## config.mk

```make
export PLATFORM = sky130hd
export DESIGN_NAME = uart_cmd_parser
export DESIGN_NICKNAME = d
export VERILOG_FILES = /design/src/rtl/wave_pkg.sv /design/src/rtl/uart_cmd_parser.sv
export SDC_FILE = /design/constraint.sdc
export NUM_CORES = 1
export LEC_CHECK = 0
export ABC_AREA = 1
export CORE_MARGIN = 2
export CORE_UTILIZATION = 40
export CTS_CLUSTER_SIZE = 12
export DETAILED_ROUTE_END_ITERATION = 8
export GPL_TIMING_DRIVEN = 0
export SYNTH_ARGS = -nofsm -noshare
export SYNTH_HDL_FRONTEND = slang
export SYNTH_SLANG_ARGS = --single-unit
```

## constraint.sdc

```tcl
create_clock -name clk_16u -period 1.8 [get_ports clk_16u]
set_clock_uncertainty 0.15 [all_clocks]
set_input_delay 0.36 -clock clk_16u [delete_from_list [all_inputs] [get_ports clk_16u]]
set_output_delay 0.36 -clock clk_16u [all_outputs]
set_load 0.01 [all_outputs]
```

## src/rtl/wave_pkg.sv

```systemverilog
// Constants shared by the UART command parser and the DDS core:
// command codes, waveform codes and the parser state encoding.
package wave_pkg;

    localparam logic [7:0] CMD_WAVE = 8'h01;
    localparam logic [7:0] CMD_FREQ = 8'h02;
    localparam logic [7:0] CMD_AMP  = 8'h03;

    localparam logic [1:0] WAVE_SINE     = 2'd0;
    localparam logic [1:0] WAVE_SQUARE   = 2'd1;
    localparam logic [1:0] WAVE_TRIANGLE = 2'd2;
    localparam logic [1:0] WAVE_SAW      = 2'd3;

    typedef enum logic [2:0] {
        IDLE = 3'd0,
        CMD  = 3'd1,
        DHI  = 3'd2,
        DLO  = 3'd3,
        CHK  = 3'd4
    } parse_state_e;

    function automatic logic [7:0] frame_chk(input logic [7:0] c,
                                             input logic [7:0] h,
                                             input logic [7:0] l);
        return c ^ h ^ l;
    endfunction

endpackage

```

## src/rtl/uart_cmd_parser.sv

```systemverilog
// Parses 5-byte frames (HEADER, cmd, dhi, dlo, xor checksum) from the UART
// receiver and updates the DDS configuration registers.
//
// state | meaning
// IDLE  | waiting for HEADER
// CMD   | next byte is the command code
// DHI   | next byte is the data high byte
// DLO   | next byte is the data low byte
// CHK   | next byte is the checksum; frame is applied or rejected
module uart_cmd_parser
    import wave_pkg::*;
#(
    parameter logic [7:0]  HEADER   = 8'hAA,
    parameter int unsigned TIMEOUT  = 2000,
    parameter logic [15:0] FREQ_RST = 16'd1000
) (
    input  logic        clk_16u,
    input  logic        rst_n,
    input  logic [7:0]  data_in,
    input  logic        data_ready,
    input  logic        data_error,
    output logic [1:0]  wave_sel,
    output logic [15:0] freq_word,
    output logic [7:0]  amp,
    output logic        cfg_update,
    output logic        frame_err
);

    localparam int CNT_W = $clog2(TIMEOUT + 1);
    localparam logic [CNT_W-1:0] CNT_MAX = CNT_W'(TIMEOUT);

    parse_state_e     state_q, state_d;
    logic             dr_q, dr_d;
    logic             acc_q, acc_d;
    logic [7:0]       byte_q, byte_d;
    logic             err_q, err_d;
    logic [CNT_W-1:0] cnt_q, cnt_d;
    logic [7:0]       cmd_q, cmd_d;
    logic [7:0]       dhi_q, dhi_d;
    logic [7:0]       dlo_q, dlo_d;
    logic [1:0]       wave_sel_q, wave_sel_d;
    logic [15:0]      freq_word_q, freq_word_d;
    logic [7:0]       amp_q, amp_d;
    logic             cfg_update_q, cfg_update_d;
    logic             frame_err_q, frame_err_d;

    always_ff @(posedge clk_16u or negedge rst_n) begin
        if (!rst_n) begin
            // edge register starts high so a level held across reset is not a byte
            dr_q         <= 1'b1;
            acc_q        <= 1'b0;
            byte_q       <= '0;
            err_q        <= 1'b0;
            state_q      <= IDLE;
            cnt_q        <= '0;
            cmd_q        <= '0;
            dhi_q        <= '0;
            dlo_q        <= '0;
            wave_sel_q   <= WAVE_SINE;
            freq_word_q  <= FREQ_RST;
            amp_q        <= 8'hFF;
            cfg_update_q <= 1'b0;
            frame_err_q  <= 1'b0;
        end else begin
            dr_q         <= dr_d;
            acc_q        <= acc_d;
            byte_q       <= byte_d;
            err_q        <= err_d;
            state_q      <= state_d;
            cnt_q        <= cnt_d;
            cmd_q        <= cmd_d;
            dhi_q        <= dhi_d;
            dlo_q        <= dlo_d;
            wave_sel_q   <= wave_sel_d;
            freq_word_q  <= freq_word_d;
            amp_q        <= amp_d;
            cfg_update_q <= cfg_update_d;
            frame_err_q  <= frame_err_d;
        end
    end

    always_comb begin
        dr_d         = data_ready;
        acc_d        = data_ready & ~dr_q;
        byte_d       = data_in;
        err_d        = data_error;
        state_d      = state_q;
        cnt_d        = cnt_q;
        cmd_d        = cmd_q;
        dhi_d        = dhi_q;
        dlo_d        = dlo_q;
        wave_sel_d   = wave_sel_q;
        freq_word_d  = freq_word_q;
        amp_d        = amp_q;
        cfg_update_d = 1'b0;
        frame_err_d  = 1'b0;

        if (acc_q) begin
            // an accepted byte always beats a coincident timeout
            cnt_d = '0;
            if (err_q) begin
                if (state_q != IDLE) begin
                    state_d     = IDLE;
                    frame_err_d = 1'b1;
                end
            end else begin
                case (state_q)
                    IDLE: begin
                        if (byte_q == HEADER) state_d = CMD;
                    end
                    CMD: begin
                        cmd_d   = byte_q;
                        state_d = DHI;
                    end
                    DHI: begin
                        dhi_d   = byte_q;
                        state_d = DLO;
                    end
                    DLO: begin
                        dlo_d   = byte_q;
                        state_d = CHK;
                    end
                    CHK: begin
                        state_d = IDLE;
                        if (byte_q != frame_chk(cmd_q, dhi_q, dlo_q)) begin
                            frame_err_d = 1'b1;
                        end else begin
                            case (cmd_q)
                                CMD_WAVE: begin
                                    wave_sel_d   = dlo_q[1:0];
                                    cfg_update_d = 1'b1;
                                end
                                CMD_FREQ: begin
                                    freq_word_d  = {dhi_q, dlo_q};
                                    cfg_update_d = 1'b1;
                                end
                                CMD_AMP: begin
                                    amp_d        = dlo_q;
                                    cfg_update_d = 1'b1;
                                end
                                default: frame_err_d = 1'b1;
                            endcase
                        end
                    end
                    default: state_d = IDLE;
                endcase
            end
        end else if (state_q != IDLE) begin
            if (cnt_q == CNT_MAX) begin
                state_d     = IDLE;
                frame_err_d = 1'b1;
            end else begin
                cnt_d = cnt_q + 1'b1;
            end
        end
    end

    assign wave_sel   = wave_sel_q;
    assign freq_word  = freq_word_q;
    assign amp        = amp_q;
    assign cfg_update = cfg_update_q;
    assign frame_err  = frame_err_q;

endmodule

```

# After elaboration in Yosys (flattened, before gate mapping)

Cells that the tools add are included.

Bits in registers: 77
Input port bits: 12
Output and inout bits: 28

Add/sub/neg operators: 1
Equality and inequality tests: 13
Mux-type cells: 23
Bitwise gates (word level): 6
Reductions and logical operators: 13

Operators by type and width:

| operator                                                                | count |
|---|---|
| 11-bit 2-to-1 mux                                                       | 3 |
| 3-bit 2-to-1 mux                                                        | 6 |
| 8-bit by 2-bit == test with 1-bit output, second input constant         | 2 |
| 8-bit bitwise XOR                                                       | 2 |
| 5-bit AND reduction                                                     | 3 |
| 1-bit 2-to-1 mux                                                        | 13 |
| 3-bit one-hot mux with 4 select lines                                   | 1 |
| 11-bit by 1-bit adder with 11-bit output, second input constant         | 1 |
| 11-bit == test, second input constant                                   | 1 |
| 3-bit AND reduction                                                     | 3 |
| 8-bit by 1-bit == test with 1-bit output, second input constant         | 1 |
| 8-bit == test, second input constant                                    | 1 |
| 8-bit inequality test                                                   | 1 |
| 3-bit by 2-bit == test with 1-bit output, second input constant         | 2 |
| 4-bit inequality test, second input constant                            | 1 |
| 4-bit AND reduction                                                     | 1 |
| 2-bit nonzero test                                                      | 2 |
| 3-bit by 1-bit == test with 1-bit output, second input constant         | 1 |
| 3-bit == test, second input constant                                    | 1 |
| 3-bit zero test                                                         | 1 |
| 1-bit inverter                                                          | 3 |
| 3-bit nonzero test                                                      | 1 |
| 3-bit OR reduction                                                      | 1 |
| 2-bit by 1-bit inequality test with 1-bit output, second input constant | 1 |
| 3 further kinds                                                         | 3 |

# Longest topological paths before layout

Gate-level depths: netlist (run 1).

Depth after elaboration: 7
Gate-level depth with buffers: 13

# Worst setup path before layout (run 1)

Ideal clock, no wire load.

Path kind: register to register
From: reg cnt_q[0]
To: reg cnt_q[6]
Data arrival time: 1.440 ns
Data required time: 1.523 ns
Setup slack: 0.083 ns
Cell stages (with the launch flop): 11
Path buffers: 1
Path through: dfrtp_1 -> inv_1 -> ha_1 -> nand2_1 -> nor4_1 -> nand2_1 -> nand2_1 -> nand2_1 -> buf_2 -> nand3_1 -> o21ai_0

Word-level cells in the longest chain between the ends: 4
Elaborated cells on any way between the ends: 7

RTL lines:

| what                                     | line                   | text |
|---|---|---|
| start: declaration                       | uart_cmd_parser.sv:37  | `logic [CNT_W-1:0] cnt_q, cnt_d;` |
| start signal: assignment                 | uart_cmd_parser.sv:70  | `cnt_q <= cnt_d;` |
| 11-bit by 1-bit adder with 11-bit output | uart_cmd_parser.sv:153 | `cnt_d = cnt_q + 1'b1;` |
| 11-bit 2-to-1 mux                        | uart_cmd_parser.sv:149 | `if (cnt_q == CNT_MAX) begin` |
| 11-bit 2-to-1 mux                        | uart_cmd_parser.sv:148 | `end else if (state_q != IDLE) begin` |
| 11-bit 2-to-1 mux                        | uart_cmd_parser.sv:98  | `if (acc_q) begin` |

Several ways; a longest one is shown, not always the timed one. The select of a mux whose other input is x is not followed.
A chain may end at the register's enable or synchronous reset.

# Final worst setup path (run 1)

From: reg byte_q[6]
To: reg freq_word_q[11] (netlist: freq_word[11])

Word-level cells in the longest chain between the ends: 3

RTL lines:

| what                                 | line                   | text |
|---|---|---|
| start: declaration                   | uart_cmd_parser.sv:35  | `logic [7:0] byte_q, byte_d;` |
| start signal: assignment             | uart_cmd_parser.sv:67  | `byte_q <= byte_d;` |
| 8-bit inequality test                | uart_cmd_parser.sv:125 | `if (byte_q != frame_chk(cmd_q, dhi_q, dlo_q)) begin` |
| 1-bit inverter (no source line)      | n/a                    |  |
| 5-bit AND reduction (no source line) | n/a                    |  |
| end signal: assignment               | uart_cmd_parser.sv:75  | `freq_word_q <= freq_word_d;` |
| end: declaration                     | uart_cmd_parser.sv:42  | `logic [15:0] freq_word_q, freq_word_d;` |

No other way between the ends.

==> implementation parameters, run 1 <==
Parameter                              Value

Routing
  Routed met1 length ... 4750 um
  First-iteration detailed-routing DRC count ... 171
  DRC violation count after routing ... 0
  Length of routed met3 wiring ... 374 um
  Total met2 wirelength after detailed routing ... 4520 um
  Via count of the routed design ... 3434
  Final Routed Wirelength ... 9820 um
  Antenna violation net count after detailed routing ... 0
  Routed WL per cell ... 13.9 um
  Number of search-and-repair iterations in the first detailed-routing pass ... 5
  Top sig layer ... met4
  Via density per instance ... 4.85

Placement
  Final HPWL from detailed placement ... 6330 um
  Post-DP Area ... 4450 sq um
  Number of input and output port buffers inserted ... 39
  Number of cells after detailed placement ... 654
  Routability congestion estimate from global placement ... 0.867

Setup path
  Worst setup path class ... flop to flop
  Highest fanout seen on the critical path ... 5
  Kind of end point of the critical path ... flop
  Data arrival, critical path ... 1.97 ns
  Startpoint type of the worst setup path ... flop
  Data required time of the worst path ... 1.89 ns

Synthesis
  Sequential share of the synthesized area ... 50.2%
  Synthesis warning total ... 0
  Count of different cell masters after synthesis ... 29
  Cell accounting for the most synthesized area ... sky130_fd_sc_hd__dfrtp_1
  Fraction of post-synthesis cell area in the top cell type by area ... 40.1%
  Top area cells in the synthesized netlist ... sky130_fd_sc_hd__dfrtp_1 (40%), sky130_fd_sc_hd__nand2_1 (18%), sky130_fd_sc_hd__dfstp_2 (10%)
  Average cell area after synthesis ... 7.98 sq um
  Flop and latch count out of synthesis ... 77
  Post-synthesis cell count ... 485
  Syn Nets ... 499
  Post-Syn Area ... 3870 sq um

Hold path
  Class of the worst hold path ... input port to flop

Die
  Overall die height ... 102 um
  Starting utilization of the core area ... 41.5%
  Chip Width ... 102 um
  Boundary Pins ... 40
  Site Rows ... 35
  Area of the core region ... 9330 sq um
  Die Area ... 10500 sq um

Cells and area
  Area Growth Syn to Fin ... 36.4%
  Final cell area excluding filler cells ... 5280 sq um
  Number of fillers in the final layout ... 865
  Layout cell share with drive strength beyond 1 ... 30.2%
  Final net count ... 588
  Sequential cell area in the final layout ... 1960 sq um
  Area of the multi-input gates ... 1840 sq um
  Final Util ... 56.6%
  Number of diodes added for antenna fixing ... 0
  Filler-free cell count of the finished design ... 708

Timing
  Portion of the clock cycle consumed by the worst path in the final layout ... 104%
  Worst path setup slack after routing ... -0.0757 ns
  Fmax ... 533 MHz
  Post-layout minimum cycle time ... 1.88 ns
  Worst-Margin Slew ... 0.410 ns
  Final number of setup-violating endpoints ... 16
  Worst max-slew margin expressed relative to the limit ... 72.4%
  Slew Viols, Final ... 0
  Hold WS ... 0.281 ns
  Unrepaired setup endpoints after global routing ... yes
  Count of final hold-check violations ... 0

Power
  Design Power ... 4.92 mW
  VDD IR max ... 0.327 mV
  Clock power frac ... 28.7%
  P_sw ... 1.65 mW
  Logic gate share of total power ... 29.3%
  Internal power ... 3.27 mW
  Switching part of the total power ... 33.5%
  Sequential fraction of design power ... 42.0%
  Pwr/cell area ... 932 nW/um^2
  Static Leak ... 2.73 nW

Run status
  Failing checks ... negative setup slack
  Run status ... finished with violations

Global routing
  Wire length of the first global-routing pass ... 15200 um
  Residual overflow from global routing ... 0
  Maximum number of pins on one net before global-route repair ... 53
  Number of global-route vias before repair ... 3115
  Number of antenna violations at the first check in global routing ... 0
  Global-route usage over all layers ... 18.9%

Clocking
  CTS root buf ... sky130_fd_sc_hd__clkbuf_8
  TritonCTS clock tree ... built
  Clock insertion delay at the later pin of the skew report ... 0.35 ns
  Clock net sink count ... 77
  Maximum level of the CTS H-tree ... 3
  Number of clock buffers inserted by TritonCTS ... 9
  Max Root-Sink Buffers ... 2
  CTS clk-pin slew, worst paths ... 0.08 ns

Job
  Number of maximum-capacitance violations ... 0
==> flip-flops by register name, indices dropped and copies added, names as in the netlist <==
signal	count
wave_sel	2
byte_q	8
cnt_q	11
dlo_q	8
amp	8
cmd_q	8
dr_q	1
state_q	3
cfg_update	1
freq_word	16
err_q	1
acc_q	1
frame_err	1
dhi_q	8
==> critical path, stage by stage (launching register included) <==
cell and delay [ns]:
sky130_fd_sc_hd__dfrtp_1 0.42, sky130_fd_sc_hd__inv_2 0.07, sky130_fd_sc_hd__nand2_2 0.07, sky130_fd_sc_hd__nand2_2 0.07, sky130_fd_sc_hd__nand2_2 0.07, sky130_fd_sc_hd__inv_2 0.04
sky130_fd_sc_hd__nor2_4 0.12, sky130_fd_sc_hd__nand2_2 0.07, sky130_fd_sc_hd__nor2_4 0.16, sky130_fd_sc_hd__nand4_4 0.20, sky130_fd_sc_hd__buf_12 0.22, sky130_fd_sc_hd__nand2_2 0.05
sky130_fd_sc_hd__nand2_1 0.05
==> synthesized netlist by cell type (all sizes together) <==
library cell / n
xnor2: 8
dfstp: 15
buf: 9
dfrtp: 62
and3: 1
xor2: 9
o31ai: 2
ha: 2
nand3: 14
nor2: 37
clkbuf: 3
nor4: 3
clkinv: 1
nand2: 192
nor3: 6
inv: 56
a21oi: 1
nand4: 34
o21ai: 30
==> layout by cell type, fill, tap and decap left out, drive strengths merged, types with 3 or more instances in the layout <==
master and count:
dlygate4sd2 14, buf 46, nand2 192, nand4 34
clkbuf 17, nand3 14, dfstp 15, clkdlybuf4s50 15
dlymetal6s2s 9, xnor2 8, nor2 37, nor3 6
xor2 9, dfrtp 62, inv 57, nor4 3
o21ai 30
==> path summary, 6_finish.rpt <==
kind / start / endpoint / slack, ns / depth (start not counted)
setup reg to reg: byte_q[6] / freq_word[11] / -0.08 / 12
max in group asynchronous: rst_n / amp[2] / 0.57 / 3
min in group asynchronous: rst_n / frame_err / 0.32 / 2
setup / recovery: byte_q[6] / freq_word[11] / -0.08 / 12
hold / removal: data_ready / dr_q / 0.28 / 1
hold reg to reg: freq_word[7] / freq_word[7] / 0.31 / 2
==> layout make-up <==
cell class / count / share of cell area [%]
Sequential cell: 77 / 37.1
Clock inverter: 4 / 1.02
Clock buffer: 12 / 3.13
Timing Repair Buffer: 78 / 14.5
Multi-Input combinational cell: 339 / 34.9
Tap cell: 129 / 3.06
Inverter: 57 / 4.15
Buffer: 12 / 2.16
==> per-stage QoR <==
stage	worst slack, ns	setup TNS (ns)
after floorplan	0.0829	0
after global placement	-2.54	-187.92
after detailed placement	-0.230	-7.26
after CTS	0.000782	0
after global routing	-0.160	-3.67
final	-0.0757	-0.718
==> power groups by stage <==
stage                     clock network, mW  logic, mW  registers, mW
after floorplan                           0      0.758           2.05
after global placement                    0      0.978           2.08
after detailed placement                  0       1.01           2.08
after CTS                              1.45       1.12           2.05
after global routing                   1.53       1.61           2.09
final                                  1.41       1.44           2.07
==> kinds of logic (layout without fill, tap and decap cells) <==
group | Yosys count | count (layout) | synth area share (%)
DFF | 77 | 77 | 50.2
and+or+nand+nor | 287 | 287 | 33.2
buffers and inverters | 69 | 163 | 7.72
adders and majority gates | 2 | 2 | 0.646
AOI/OAI and AO/OA | 33 | 33 | 4.39
xor gates and xnor gates | 17 | 17 | 3.85
==> routing by layer <==
layer	up-vias	global-route usage, %
li1	1721	-
met1	1615	27.2
met2	82	29.5
met3	16	2.67
met4	0	6.56
met5	-	0
==> what timing repair did <==
item                                   in CTS  in global routing
hold buffers                                1                  0
setup endpoints to repair                  69                 61
gates cloned                                0                  4
resized for setup                          31                 95
buffers inserted                           12                 21
pin swaps                                   8                 30
endpoints found under the hold margin      22                  0
(Power assumes the default switching activity.)
==> inputs of run 2 (changes only) <==
- CAP_MARGIN: not set -> 30
- CTS_CLUSTER_DIAMETER: not set -> 80
- clock period: 1.8 -> 2.2 ns (I/O delays scaled with it)
==> implementation parameters, run 2 (synthesized netlist as in run 1, its figures left out) <==
Parameter                              Value

Setup path
  Cell count of the worst reg-to-reg path ... 9 (-3)
  Highest fanout seen on the critical path ... 10 (+5)
  Start of the worst register-to-register path ... acc_q
  Data required time of the worst path ... 2.29 ns (+0.40 ns)
  Startpoint type of the worst setup path ... flop
  Worst reg2reg endpoint ... dhi_q[7]
  Data arrival, critical path ... 2.13 ns (+0.16 ns)
  Register-to-register setup slack ... 0.16 ns (+0.23 ns)
  Worst setup path class ... flop to flop
  Kind of end point of the critical path ... flop

Placement
  Setup slack after placement ... 0.170 ns (+0.400 ns)
  Final HPWL from detailed placement ... 6330 um (unchanged)
  Number of input and output port buffers inserted ... 39 (unchanged)
  Routability congestion estimate from global placement ... 0.867 (unchanged)

Power
  Sequential fraction of design power ... 46.0% (+4.0 points)
  Static Leak ... 2.28 nW (-16%)
  Clock power frac ... 31.6% (+2.9 points)
  Pwr/cell area ... 778 nW/um^2 (-17%)
  P_sw ... 1.20 mW (-28%)
  Logic gate share of total power ... 22.4% (-6.9 points)
  Switching part of the total power ... 32.7% (-0.85 points)
  VDD IR max ... 0.259 mV (-21%)
  Internal power ... 2.46 mW (-25%)

Die
  Overall die height ... 102 um (unchanged)
  Die Area ... 10500 sq um (unchanged)
  Chip Width ... 102 um (unchanged)
  Area of the core region ... 9330 sq um (unchanged)
  Site Rows ... 35 (unchanged)
  Boundary Pins ... 40 (unchanged)
  Starting utilization of the core area ... 41.5% (unchanged)

Global routing
  Residual overflow from global routing ... 0 (unchanged)
  Met3 track utilization from global routing ... 2.67% (unchanged)
  Met1 capacity usage during global routing ... 27.0% (-0.18 points)
  Global routing's busiest layer ... met2
  Maximum number of pins on one net before global-route repair ... 53 (unchanged)
  Global-route usage over all layers ... 18.4% (-0.54 points)
  Number of antenna violations at the first check in global routing ... 0 (unchanged)
  Wire length of the first global-routing pass ... 14700 um (-2.7%)
  Number of global-route vias before repair ... 3030 (-2.7%)
  Met2 GRT Util ... 27.8% (-1.7 points)

Cells and area
  Top library cells by usage in the layout, fill and taps aside ... sky130_fd_sc_hd__nand2_1 (186), sky130_fd_sc_hd__dfrtp_1 (62), sky130_fd_sc_hd__inv_1 (49)
  Area Growth Syn to Fin ... 21.6%
  Commonest non-fill, non-tap cell in the layout ... sky130_fd_sc_hd__nand2_1
  Flip-flop count of the largest register, all copies and words added ... 16 (unchanged)
  Number of fillers in the final layout ... 913 (+5.5%)
  Number of diodes added for antenna fixing ... 0 (unchanged)
  Final net count ... 555 (-5.6%)
  Layout cell share with drive strength beyond 1 ... 13.0% (-17 points)

Timing
  Portion of the clock cycle consumed by the worst path in the final layout ... 92.9% (-11 points)
  Hold WS ... 0.316 ns (+0.0351 ns)
  Worst max-slew margin expressed relative to the limit ... 67.3% (-5.1 points)
  Worst path setup slack after routing ... 0.157 ns (+0.233 ns)
  Slew Viols, Final ... 0 (unchanged)
  Post-layout minimum cycle time ... 2.04 ns (+0.167 ns)
  Count of final hold-check violations ... 0 (unchanged)
  Unrepaired setup endpoints after global routing ... no
  Final number of setup-violating endpoints ... 0 (-16)
  Worst-Margin Slew ... 0.491 ns (+0.0804 ns)
  Fmax ... 490 MHz (-8.2%)

Clocking
  Clock insertion delay at the later pin of the skew report ... 0.35 ns (about the same)
  CTS-repair resized insts ... 0 (-100%)
  TritonCTS clock tree ... built
  Number of clock buffers inserted by TritonCTS ... 9 (unchanged)
  CTS root buf ... sky130_fd_sc_hd__clkbuf_8
  Clock net sink count ... 77 (unchanged)
  CTS clk-pin slew, worst paths ... 0.08 ns (about the same)
  Maximum level of the CTS H-tree ... 3 (unchanged)
  Max Root-Sink Buffers ... 2 (unchanged)

Routing
  Antenna violation net count after detailed routing ... 0 (unchanged)
  Number of search-and-repair iterations in the first detailed-routing pass ... 4 (-1)
  First-iteration detailed-routing DRC count ... 141 (-18%)
  Routed WL per cell ... 12.9 um (-6.9%)
  Via count of the routed design ... 3153 (-8.2%)
  DRC violation count after routing ... 0 (unchanged)
  Via density per instance ... 4.67 (-3.7%)
  Final Routed Wirelength ... 8720 um (-11%)

Hold path
  Number of cells on the worst hold path ... 2 (+1)
  Launch point of the worst hold path ... amp[2]
  Worst-case hold path end point ... amp[2]
  Class of the worst hold path ... flop to flop

Job
  Number of maximum-capacitance violations ... 0 (unchanged)

Run status
  Run status ... finished clean
-- run 2: area by class of cell --
| type | instances | area (sq um) | share of cell area (%) |
|---|---|---|---|
| buffer | 12 | 85.1 | 1.81 |
| multi-input combinational | 339 | 1630 | 34.6 |
| timing repair buffer | 45 | 455 | 9.67 |
| clock buffer | 12 | 165 | 3.51 |
| inverter | 57 | 214 | 4.54 |
| clock inverter | 4 | 53.8 | 1.14 |
| tap | 129 | 161 | 3.43 |
| sequential | 77 | 1950 | 41.3 |
-- run 2: metrics by stage --
stage	TNS [ns]	total power [mW]	std cells	cell area (sq um)	util, %
floorplan	0	2.30	485	3870	-
global placement	-156.78	2.50	653	4420	47.4
detailed placement	0	2.53	654	4450	47.7
CTS	0	3.69	671	4680	50.2
global route	0	3.91	675	4710	50.5
finish	0	3.66	675	4710	50.5
-- run 2: worst max path at each step --
| stage | startpoint | endpoint |
|---|---|---|
| global placement | rst_n | freq_word[14] |
| global route | cnt_q[0] | cnt_q[6] |
| finish | acc_q | dhi_q[7] |
| floorplan | cnt_q[0] | cnt_q[6] |
| detailed placement | acc_q | dhi_q[3] |
| CTS | acc_q | dlo_q[3] |
-- run 2: layer usage --
metal / wire [um] / vias to the layer above
li1: - / 1655
met1: 4500 / 1429
met2: 3780 / 58
met3: 302 / 11
met4: 143 / 0
met5: 0 / -
-- run 2: repair_timing --
item	CTS	global route
hold endpoints to repair	22	0
setup buffers	0	4
hold buffers	1	0
setup endpoints to repair	0	4
-- run 2: power groups by stage --
stage	clock network, mW	logic, mW	registers, mW
5_1_grt	1.25	0.956	1.71
6_report	1.16	0.822	1.68
3_3_place_gp	0	0.800	1.70
4_1_cts	1.18	0.827	1.68
3_5_place_dp	0	0.825	1.71
2_1_floorplan	0	0.620	1.68
-- run 2: worst max-delay path, stage by stage, from the launching register on --
cell and delay [ns]:
sky130_fd_sc_hd__dfrtp_1 0.32, sky130_fd_sc_hd__buf_2 0.19, sky130_fd_sc_hd__inv_2 0.12, sky130_fd_sc_hd__nor2_4 0.17, sky130_fd_sc_hd__nand2_1 0.07, sky130_fd_sc_hd__nor2_1 0.37, sky130_fd_sc_hd__inv_1 0.17, sky130_fd_sc_hd__buf_2 0.24
sky130_fd_sc_hd__nand2_1 0.08, sky130_fd_sc_hd__o21ai_1 0.06
==> inputs of run 3 (changes only) <==
- HOLD_SLACK_MARGIN: not set -> 0.06
==> results of run 3 <==
No change in the layout: final DEF, timing and power equal those of run 2.
